**config.mk**
```make
export PLATFORM = sky130hd
export DESIGN_NAME = handshake_elastic_fifo_flat
export DESIGN_NICKNAME = d
export VERILOG_FILES = /design/src/rtl/handshake_elastic_fifo_pkg.sv /design/src/rtl/handshake_elastic_fifo_if.sv /design/src/rtl/handshake_elastic_fifo_storage.sv /design/src/rtl/handshake_elastic_fifo.sv /design/src/flat_wrapper.sv
export SDC_FILE = /design/constraint.sdc
export NUM_CORES = 1
export LEC_CHECK = 0
export CELL_PAD_IN_SITES_DETAIL_PLACEMENT = 1
export CELL_PAD_IN_SITES_GLOBAL_PLACEMENT = 1
export CORE_MARGIN = 4
export CORE_UTILIZATION = 30
export CTS_CLUSTER_DIAMETER = 80
export DETAILED_ROUTE_END_ITERATION = 10
export HOLD_SLACK_MARGIN = 0.15
export PLACE_DENSITY = 0.61
export SYNTH_ARGS = -nofsm -noshare
export SYNTH_HDL_FRONTEND = slang
export SYNTH_SLANG_ARGS = --single-unit
```
**constraint.sdc**
```tcl
create_clock -name clk -period 2.6 [get_ports clk]
set_clock_uncertainty 0.1 [all_clocks]
set_input_delay 0.52 -clock clk [delete_from_list [all_inputs] [get_ports clk]]
set_output_delay 0.52 -clock clk [all_outputs]
set_load 0.03 [all_outputs]
```
**src/rtl/handshake_elastic_fifo_pkg.sv**
```systemverilog
// Shared definitions for the elastic handshake FIFO: fill-state encoding,
// width helper and the elaboration-time depth legality check.
package handshake_elastic_fifo_pkg;

   // ST_INIT exists only between reset and the first clock edge, so that
   // ins_ready stays low until the FIFO has seen a clean edge.
   typedef enum logic [1:0] {
      ST_INIT,
      ST_EMPTY,
      ST_PARTIAL,
      ST_FULL
   } fill_state_e;

   function automatic int unsigned clog2(input int unsigned value);
      int unsigned width;
      width = 0;
      while ((32'd1 << width) < value) width++;
      return width;
   endfunction

   function automatic bit depth_is_legal(input int unsigned depth);
      return (depth >= 2) && ((depth & (depth - 1)) == 0);
   endfunction

   function automatic fill_state_e classify(input int unsigned count,
                                            input int unsigned depth);
      if (count == 0)          return ST_EMPTY;
      else if (count == depth) return ST_FULL;
      else                     return ST_PARTIAL;
   endfunction

endpackage

```
**src/rtl/handshake_elastic_fifo_if.sv**
```systemverilog
// Producer/consumer handshake bundle around the elastic FIFO.
interface handshake_elastic_fifo_if #(
   parameter int unsigned DATA_WIDTH = 32
);
   logic [DATA_WIDTH-1:0] ins;
   logic                  ins_valid;
   logic                  ins_ready;
   logic [DATA_WIDTH-1:0] outs;
   logic                  outs_valid;
   logic                  outs_ready;

   // slave is the FIFO's view; master is the surrounding fabric's view
   modport slave (
      input  ins, ins_valid, outs_ready,
      output ins_ready, outs, outs_valid
   );

   modport master (
      output ins, ins_valid, outs_ready,
      input  ins_ready, outs, outs_valid
   );
endinterface

```
**src/rtl/handshake_elastic_fifo_storage.sv**
```systemverilog
// Token register array: one synchronous write port, one combinational read
// port, cleared on reset.
module handshake_fifo_storage
   import handshake_elastic_fifo_pkg::*;
#(
   parameter int unsigned DATA_WIDTH = 32,
   parameter int unsigned DEPTH      = 4,
   parameter int unsigned AW         = clog2(DEPTH)
) (
   input  logic                  clk,
   input  logic                  rst,
   input  logic                  we,
   input  logic [AW-1:0]         waddr,
   input  logic [DATA_WIDTH-1:0] wdata,
   input  logic [AW-1:0]         raddr,
   output logic [DATA_WIDTH-1:0] rdata
);

   logic [DATA_WIDTH-1:0] r_mem [DEPTH];

   always_ff @(posedge clk or negedge rst) begin
      if (!rst) begin
         for (int unsigned i = 0; i < DEPTH; i++) r_mem[i] <= '0;
      end else if (we) begin
         r_mem[waddr] <= wdata;
      end
   end

   assign rdata = r_mem[raddr];

endmodule

```
**src/rtl/handshake_elastic_fifo.sv**
```systemverilog
// Elastic FIFO: buffers up to DEPTH tokens and registers both handshake
// directions so no combinational valid/ready path crosses it.
module handshake_elastic_fifo
   import handshake_elastic_fifo_pkg::*;
#(
   parameter int unsigned DATA_WIDTH = 32,
   parameter int unsigned DEPTH      = 4
) (
   input logic                     clk,
   input logic                     rst,
   handshake_elastic_fifo_if.slave hs
);

   localparam int unsigned AW = clog2(DEPTH);
   localparam int unsigned CW = AW + 1;

   if (!depth_is_legal(DEPTH)) begin : g_depth_check
      $error("handshake_elastic_fifo: DEPTH must be a power of two and at least 2");
   end

   logic [AW-1:0]         r_wr_ptr;
   logic [AW-1:0]         r_rd_ptr;
   logic [CW-1:0]         r_count;
   fill_state_e           r_state;
   logic [CW-1:0]         w_count_nxt;
   logic                  w_ins_ready;
   logic                  w_outs_valid;
   logic                  w_push;
   logic                  w_pop;
   logic [DATA_WIDTH-1:0] w_rdata;

   // Handshake outputs decode purely from registered state.
   assign w_ins_ready  = (r_state == ST_EMPTY)   || (r_state == ST_PARTIAL);
   assign w_outs_valid = (r_state == ST_PARTIAL) || (r_state == ST_FULL);

   assign w_push = hs.ins_valid && w_ins_ready;
   assign w_pop  = w_outs_valid && hs.outs_ready;

   always_comb begin
      w_count_nxt = r_count;
      unique case ({w_push, w_pop})
         2'b10:   w_count_nxt = r_count + CW'(1);
         2'b01:   w_count_nxt = r_count - CW'(1);
         default: w_count_nxt = r_count;
      endcase
   end

   always_ff @(posedge clk or negedge rst) begin
      if (!rst) begin
         r_wr_ptr <= '0;
         r_rd_ptr <= '0;
         r_count  <= '0;
         r_state  <= ST_INIT;
      end else begin
         if (w_push) r_wr_ptr <= r_wr_ptr + AW'(1);
         if (w_pop)  r_rd_ptr <= r_rd_ptr + AW'(1);
         r_count <= w_count_nxt;
         r_state <= classify(32'(w_count_nxt), DEPTH);
      end
   end

   handshake_fifo_storage #(
      .DATA_WIDTH (DATA_WIDTH),
      .DEPTH      (DEPTH),
      .AW         (AW)
   ) u_storage (
      .clk   (clk),
      .rst   (rst),
      .we    (w_push),
      .waddr (r_wr_ptr),
      .wdata (hs.ins),
      .raddr (r_rd_ptr),
      .rdata (w_rdata)
   );

   assign hs.outs       = w_rdata;
   assign hs.ins_ready  = w_ins_ready;
   assign hs.outs_valid = w_outs_valid;

endmodule

```
**src/flat_wrapper.sv**
```systemverilog
// flat-port wrapper written by rule: the top's interface ports become plain ports
module handshake_elastic_fifo_flat import handshake_elastic_fifo_pkg::*;
#(
   parameter int unsigned DATA_WIDTH = 32,
   parameter int unsigned DEPTH      = 4
)
  (clk, rst, hs_ins, hs_ins_valid, hs_outs_ready, hs_ins_ready, hs_outs, hs_outs_valid);
  handshake_elastic_fifo_if #(.DATA_WIDTH(DATA_WIDTH)) hs_i ();
  input logic clk;
  input logic rst;
  input wire logic [$bits(hs_i.ins)-1:0] hs_ins;
  input wire logic [$bits(hs_i.ins_valid)-1:0] hs_ins_valid;
  input wire logic [$bits(hs_i.outs_ready)-1:0] hs_outs_ready;
  output wire logic [$bits(hs_i.ins_ready)-1:0] hs_ins_ready;
  output wire logic [$bits(hs_i.outs)-1:0] hs_outs;
  output wire logic [$bits(hs_i.outs_valid)-1:0] hs_outs_valid;
  assign hs_i.ins = hs_ins;
  assign hs_i.ins_valid = hs_ins_valid;
  assign hs_i.outs_ready = hs_outs_ready;
  assign hs_ins_ready = hs_i.ins_ready;
  assign hs_outs = hs_i.outs;
  assign hs_outs_valid = hs_i.outs_valid;
  handshake_elastic_fifo #(.DATA_WIDTH(DATA_WIDTH), .DEPTH(DEPTH)) u_core (.clk(clk), .rst(rst), .hs(hs_i));
endmodule
```
==> results of run 1 <==
-- synth_stat cells --
library cell / count
nand2_8: 4
mux4_2: 32
o211ai_1: 1
inv_1: 8
o21a_1: 1
a31o_2: 1
mux2i_1: 1
dfrtp_1: 137
fa_1: 1
buf_12: 13
o21ai_0: 3
xor2_1: 2
buf_4: 1
buf_2: 3
and3b_1: 1
clkbuf_1: 1
nand2_1: 2
xnor2_1: 3
buf_6: 3
mux2_2: 8
mux2_4: 120
or2_2: 2
ha_1: 7
nor2b_4: 1
-- power groups by stage --
stage	Combinational [µW]	Clock, µW	Sequential [µW]
floorplan	4940	0	3630
global placement	6270	0	3780
detailed placement	6380	0	3860
CTS	6380	2590	3850
global route	6520	2680	3980
finish	6130	2510	3850
-- cell families (layout without fill, tap and decap cells) --
family / count (synthesis) / after routing
mux: 161 / 161
compound gates: 6 / 6
xor+xnor: 5 / 5
buf+inv: 29 / 120
flops: 137 / 137
fa+ha+maj: 8 / 8
simple gates: 10 / 10
-- stage by stage --
step / util [%] / instance area [µm²]
3_5_place_dp: 34.3 / 7510
4_1_cts: 37.3 / 8160
5_1_grt: 37.0 / 8100
6_report: 37.0 / 8100
3_3_place_gp: 34.3 / 7510
2_1_floorplan: - / 6710
-- worst paths after layout --
path | start | endpoint | slack (ns) | cells after the start
setup / recovery | u_core.r_rd_ptr[0]$_DFFE_PN0P_ | hs_outs[17] | 0.07 | 3
hold / removal | u_core.r_count[0]$_DFF_PN0_ | u_core.r_count[0]$_DFF_PN0_ | 0.40 | 1
setup reg to reg | u_core.r_state[0]$_DFF_PN0_ | u_core.r_state[1]$_DFF_PN0_ | 0.27 | 10
hold reg to reg | u_core.r_count[0]$_DFF_PN0_ | u_core.r_count[0]$_DFF_PN0_ | 0.40 | 1
max in group asynchronous | rst | u_core.u_storage.r_mem[65]$_DFFE_PN0P_ | 1.21 | 3
min in group asynchronous | rst | u_core.u_storage.r_mem[98]$_DFFE_PN0P_ | 0.49 | 2
-- routing by layer --
layer	vias up	global-route usage [%]	wire, µm
met4	0	3.69	161
met2	54	20.9	7320
met3	13	3.17	488
met5	-	0	0
met1	1804	15.3	6490
li1	1454	-	-
-- cell type report --
type                            count  area share (%)
Clock inverter                      8            1.81
Tap cell                          280            4.32
Sequential cell                   137            42.3
Multi-Input combinational cell    190            36.2
Inverter                            8           0.371
Timing Repair Buffer               82            9.31
Clock buffer                       22            5.61
-- critical path: cells and delay by family, from the launching register on --
| kind | cells | cell delay (ns) |
|---|---|---|
| buf+inv | 2 | 0.59 |
| mux | 1 | 0.54 |
| flops | 1 | 0.37 |
-- sequential cells by signal, indices dropped and copies added, names as in the netlist --
name / count
u_core.r_count: 3
u_core.u_storage.r_mem: 128
u_core.r_rd_ptr: 2
u_core.r_wr_ptr: 2
u_core.r_state: 2
-- what timing repair did --
action,CTS,global route
buffers inserted,2,0
cloned,0,1
hold endpoints to repair,42,0
setup endpoints to repair,31,17
hold buffers,1,0
gates resized for setup,49,30
==> key figures, run 1 <==
Synth
  – Post-synthesis simple-gate area fraction: 1.83%
  – Largest family of logic cells by synthesized area: multiplexers
  – Post-synth top area cell: dfrtp_1
  – Adder-cell share of the synthesized area: 1.60%
  – Synth Register Bits: roughly 140
  – Post-synthesis mux area share: 39.1%
  – Unique masters post-synth: 24
  – Synth area leaders: dfrtp_1, mux2_4, mux4_2, buf_12, mux2_2
  – Mapped Cells: about 360
  – Post-Synthesis Cell Area: 0.00671 mm²
  – Synthesis Warnings: 0
  – Syn_area_per_cell: between 15 and 20 µm²
  – Synth Area in Compound Gates: 0.578%
  – Fraction of synthesized cell area in xor and xnor cells: 0.652%
  – Seq/Total Area, Yosys: between 50 and 60%
  – Net Count, Synth: 400
  – Share of the synthesized area in the top cell type: between 50% and 60%

Place
  – Placed insts: 693
  – Port Buffers: 69
  – Hpwl dp: 8680 µm
  – Setup WS pre-CTS: -0.0270 ns
  – GP Congestion: 0.663

Finish
  – Number of diodes: 0
  – Multi-input logic area: 0.00294 mm²
  – Nets: 480
  – FILL cells: 2209
  – Commonest non-fill, non-tap cells in the layout: dfrtp_1, mux2_4, clkdlybuf4s50_1
  – Syn-to-layout area delta: 20.7%
  – Layout cell share with drive strength beyond 1: 53.0%
  – Non-Filler Instances: 727
  – Register Area: roughly 0.0034 mm²
  – Commonest non-fill, non-tap cell in the layout: dfrtp_1

Global routing
  – Global Route Usage Sum: 12.2%
  – Pin count of the biggest net entering global routing: 50
  – Vias in the first global route: between 3000 and 4000
  – First-pass GRT wire length: 23000 µm
  – Initial antenna violation count: 0
  – GRT overflow: 0

Setup path
  – Crit path cell chain: buf_4 -> mux4_2 -> dlygate4sd2_1
  – Critical Path RT: 1.98 ns
  – CP max FO: 6
  – WP data arrival: 1.91 ns
  – CP startpoint kind: flip-flop
  – CP peak stage delay: 0.54 ns
  – Slowest cell on crit path: mux4_2
  – Crit path kind: reg -> out
  – CP endpoint kind: output port

Floorplan
  – Row count: 54
  – I/O Pins: 70
  – Chip width: 158 µm
  – Die area: 0.0248 mm²
  – Core area: between 0.02 and 0.025 mm²
  – Die Ht: 158 µm
  – Initial Utilization: 30.7%

Power and ir drop
  – Flop pwr share: a little under a third
  – NetSw: 4300 µW
  – Pwr dens: 1540 mW/mm²
  – Clk network pwr share: 20.1%
  – Switching Share: 34.4%
  – VDD IR max: 0.652 mV
  – Int Power: 8190 µW
  – Gate power share: 49.1%
  – Leakage: 0.00384 µW
  – Total power: 12500 µW

Timing
  – Worst slew margin: between 70% and 80%
  – Worst Setup Slack, final: 0.0689 ns
  – Slew @ Worst Pin: 0.443 ns
  – Setup TNS: 0 ns
  – Fin. Hold Viols: 0
  – Slew Viols, Final: 0
  – Fmax: 0.395 GHz
  – Setup violators final: 0
  – Post-route minimum period: ~2.5 ns
  – Final worst path period share: 97.3%
  – Final hold slack: roughly 0.40 ns
  – RSZ-0062 raised after global routing: false

Route
  – DRT Pass-1 Iters: 4
  – Initial DRC Count: 88
  – Post-route antenna net violation count: 0
  – Via count: 3325
  – DRC: 0
  – Avg Vias per Cell: 4.57
  – Average wire per standard cell: 19.9 µm
  – Routed WL: 14500 µm

Clocking
  – CTS buffer count: 17
  – Root buf cell: clkbuf_16
  – CTS tree: yes
  – Clk slew on worst S/H paths: about 0.06 ns
  – Worst-Skew Late Latency: just over 0.4 ns
  – H-Tree Depth: 4
  – # clock sinks: roughly 140
  – Longest Clk Path Bufs: 2

Min path
  – Hold WC Path Type: reg -> reg

Job
  – Max-cap violations: 0

Run status
  – Status: finished clean
Power figures use the tool's default switching activity.
==> inputs of run 2 (changes only) <==
--- a/config.mk
+++ b/config.mk
@@ -5,6 +5,7 @@
 export SDC_FILE = /design/constraint.sdc
 export NUM_CORES = 1
 export LEC_CHECK = 0
+export CAP_MARGIN = 20
 export CELL_PAD_IN_SITES_DETAIL_PLACEMENT = 1
 export CELL_PAD_IN_SITES_GLOBAL_PLACEMENT = 1
 export CORE_MARGIN = 4
==> results of run 2 <==
Final layout, timing and power as in run 1 (identical DEF).
==> inputs of run 3 (changes only) <==
--- a/config.mk
+++ b/config.mk
@@ -10,6 +10,7 @@
 export CELL_PAD_IN_SITES_GLOBAL_PLACEMENT = 1
 export CORE_MARGIN = 4
 export CORE_UTILIZATION = 30
+export CTS_BUF_LIST = sky130_fd_sc_hd__clkbuf_16
 export CTS_CLUSTER_DIAMETER = 80
 export DETAILED_ROUTE_END_ITERATION = 10
 export HOLD_SLACK_MARGIN = 0.15
==> key figures, run 3 (synthesis results as in run 1) <==
Setup path
  – Critical Path RT: 1.98 ns (about the same)
  – CP startpoint kind: flip-flop
  – CP endpoint kind: output port
  – CP max FO: 13 (+7)
  – R2R setup slack: 0.27 ns (about the same)
  – WP data arrival: 1.88 ns (-0.03 ns)
  – Crit path cell chain: buf_4 -> buf_12 -> mux4_2 -> buf_4
  – CP peak stage delay: 0.55 ns (about the same)
  – Cell repeated most along the worst path: buf_4
  – Crit path kind: reg -> out
  – Slowest cell on crit path: mux4_2

Timing
  – Worst slew margin: 70.1% (-0.28 points)
  – Slew @ Worst Pin: 0.447 ns (+0.00423 ns)
  – Final hold slack: 0.396 ns (+0.00100 ns)
  – Worst Setup Slack, final: 0.0968 ns (+0.0279 ns)
  – Fin. Hold Viols: 0 (unchanged)
  – Setup violators final: 0 (unchanged)
  – Fmax: 0.399 GHz (+1.1%)
  – Post-route minimum period: 2.50 ns (-0.0279 ns)
  – Final worst path period share: 96.3% (-1.1 points)
  – RSZ-0062 raised after global routing: false
  – Slew Viols, Final: 0 (unchanged)

Route
  – Initial DRC Count: 87 (-1.1%)
  – Average wire per standard cell: 19.9 µm (-0.14%)
  – DRT Pass-1 Iters: 4 (unchanged)
  – Post-route antenna net violation count: 0 (unchanged)
  – DRC: 0 (unchanged)
  – Routed WL: 14400 µm (-0.28%)
  – Avg Vias per Cell: 4.57 (-0.13%)
  – Via count: 3316 (-0.27%)

Finish
  – Layout cell share with drive strength beyond 1: 52.7% (-0.33 points)
  – Syn-to-layout area delta: 20.1%
  – Number of diodes: 0 (unchanged)
  – Top flop regs: u_core.u_storage.r_mem: 128 flops, u_core.r_count: 3 flops
  – Commonest non-fill, non-tap cell in the layout: dfrtp_1
  – Top reg by flops: u_core.u_storage.r_mem
  – Final core occ: 36.8% (-0.16 points)
  – Commonest non-fill, non-tap cells in the layout: dfrtp_1, mux2_4, clkdlybuf4s50_1
  – Multi-input logic area: 0.00294 mm² (unchanged)
  – Nets: 479 (-0.21%)
  – Max FFs per register: 128 (unchanged)
  – Register Area: 0.00343 mm² (unchanged)
  – FILL cells: 2213 (+0.18%)

Global routing
  – Vias in the first global route: 3994 (+0.10%)
  – GRT overflow: 0 (unchanged)
  – Pin count of the biggest net entering global routing: 50 (unchanged)
  – Initial antenna violation count: 0 (unchanged)
  – First-pass GRT wire length: 23000 µm (about the same)
  – Global Route Usage Sum: 12.2% (-0.017 points)

Floorplan
  – I/O Pins: 70 (unchanged)
  – Die area: 0.0248 mm² (unchanged)
  – Row count: 54 (unchanged)
  – Core area: 0.0219 mm² (unchanged)
  – Die Ht: 158 µm (unchanged)
  – Initial Utilization: 30.7% (unchanged)
  – Chip width: 158 µm (unchanged)

Clocking
  – Clk slew on worst S/H paths: 0.06 ns (about the same)
  – H-Tree Depth: 4 (unchanged)
  – CTS tree: yes
  – Worst-Skew Late Latency: 0.41 ns (about the same)
  – Longest Clk Path Bufs: 2 (unchanged)
  – Root buf cell: clkbuf_16
  – CTS buffer count: 17 (unchanged)
  – # clock sinks: 137 (unchanged)

Place
  – Setup WS pre-CTS: -0.0270 ns (unchanged)
  – Hpwl dp: 8680 µm (unchanged)
  – Port Buffers: 69 (unchanged)
  – GP Congestion: 0.663 (unchanged)

Run status
  – Status: finished clean

Min path
  – Hold WC Path Type: reg -> reg

Job
  – Max-cap violations: 0 (unchanged)

Power and ir drop
  – Pwr dens: 1540 mW/mm² (-0.33%)
  – VDD IR max: 0.651 mV (-0.18%)
  – Leakage: 0.00384 µW (about the same)
run 3: cell types whose count changed in the layout (fill, tap and decap cells not counted), sizes merged:
cell,before,now
clkinv,3,4
clkbuf,23,17
inv,8,12
run 3: stage by stage:
| step | area [µm²] | power, µW | TNS, ns | std cells |
|---|---|---|---|---|
| after floorplan | 6710 | 8570 | 0 | 356 |
| after global placement | 7510 | 10100 | 0 | 693 |
| after detailed placement | 7510 | 10200 | -0.0384 | 693 |
| after CTS | 8150 | 12800 | 0 | 726 |
| after global routing | 8070 | 13100 | 0 | 726 |
| final | 8070 | 12400 | 0 | 726 |
run 3: area by class of cell:
class / instances / share of cell area, %
flip-flops and latches: 137 / 42.5
multi-input cells: 190 / 36.4
repair buffers: 81 / 9.04
clock buffers: 17 / 5.27
well taps: 280 / 4.34
clock inverters: 13 / 2.05
inverters: 8 / 0.372
run 3: repair_timing:
| action | CTS | global route |
|---|---|---|
| gates resized for setup | 49 | 30 |
| setup buffers | 2 | 0 |
| hold endpoints to repair | 42 | 0 |
| gates cloned | 0 | 0 |
| endpoints found under the setup margin | 31 | 16 |
| hold buffers | 1 | 0 |
run 3: worst max-delay path, delay by kind of cell (launching register included):
| kind | cells | cell delay (ns) |
|---|---|---|
| buffers and inverters | 3 | 0.55 |
| flip-flops | 1 | 0.37 |
| multiplexers | 1 | 0.55 |
run 3: power by group:
group          switching, µW  total, µW  internal, µW
Combinational           2780       6080          3300
Clock                    892       2470          1570
Sequential               612       3850          3240
Total                   4280      12400          8110
run 3: path summary, 6_finish.rpt:
path	from	to	depth (start not counted)
setup reg to reg	u_core.r_state[0]$_DFF_PN0_	u_core.r_state[1]$_DFF_PN0_	10
max in group asynchronous	rst	u_core.u_storage.r_mem[65]$_DFFE_PN0P_	3
min in group asynchronous	rst	u_core.u_storage.r_mem[98]$_DFFE_PN0P_	2
hold reg to reg	u_core.r_count[0]$_DFF_PN0_	u_core.r_count[0]$_DFF_PN0_	1
setup / recovery	u_core.r_rd_ptr[0]$_DFFE_PN0P_	hs_outs[21]	4
hold / removal	u_core.r_count[0]$_DFF_PN0_	u_core.r_count[0]$_DFF_PN0_	1
run 3: per-layer routing:
layer | global-route usage (%) | part of all wire (%) | up-vias
li1 | - | - | 1451
met1 | 15.3 | 45 | 1801
met2 | 20.9 | 51 | 54
met3 | 3.09 | 3.3 | 10
met4 | 3.69 | 0.93 | 0
met5 | 0 | 0 | -
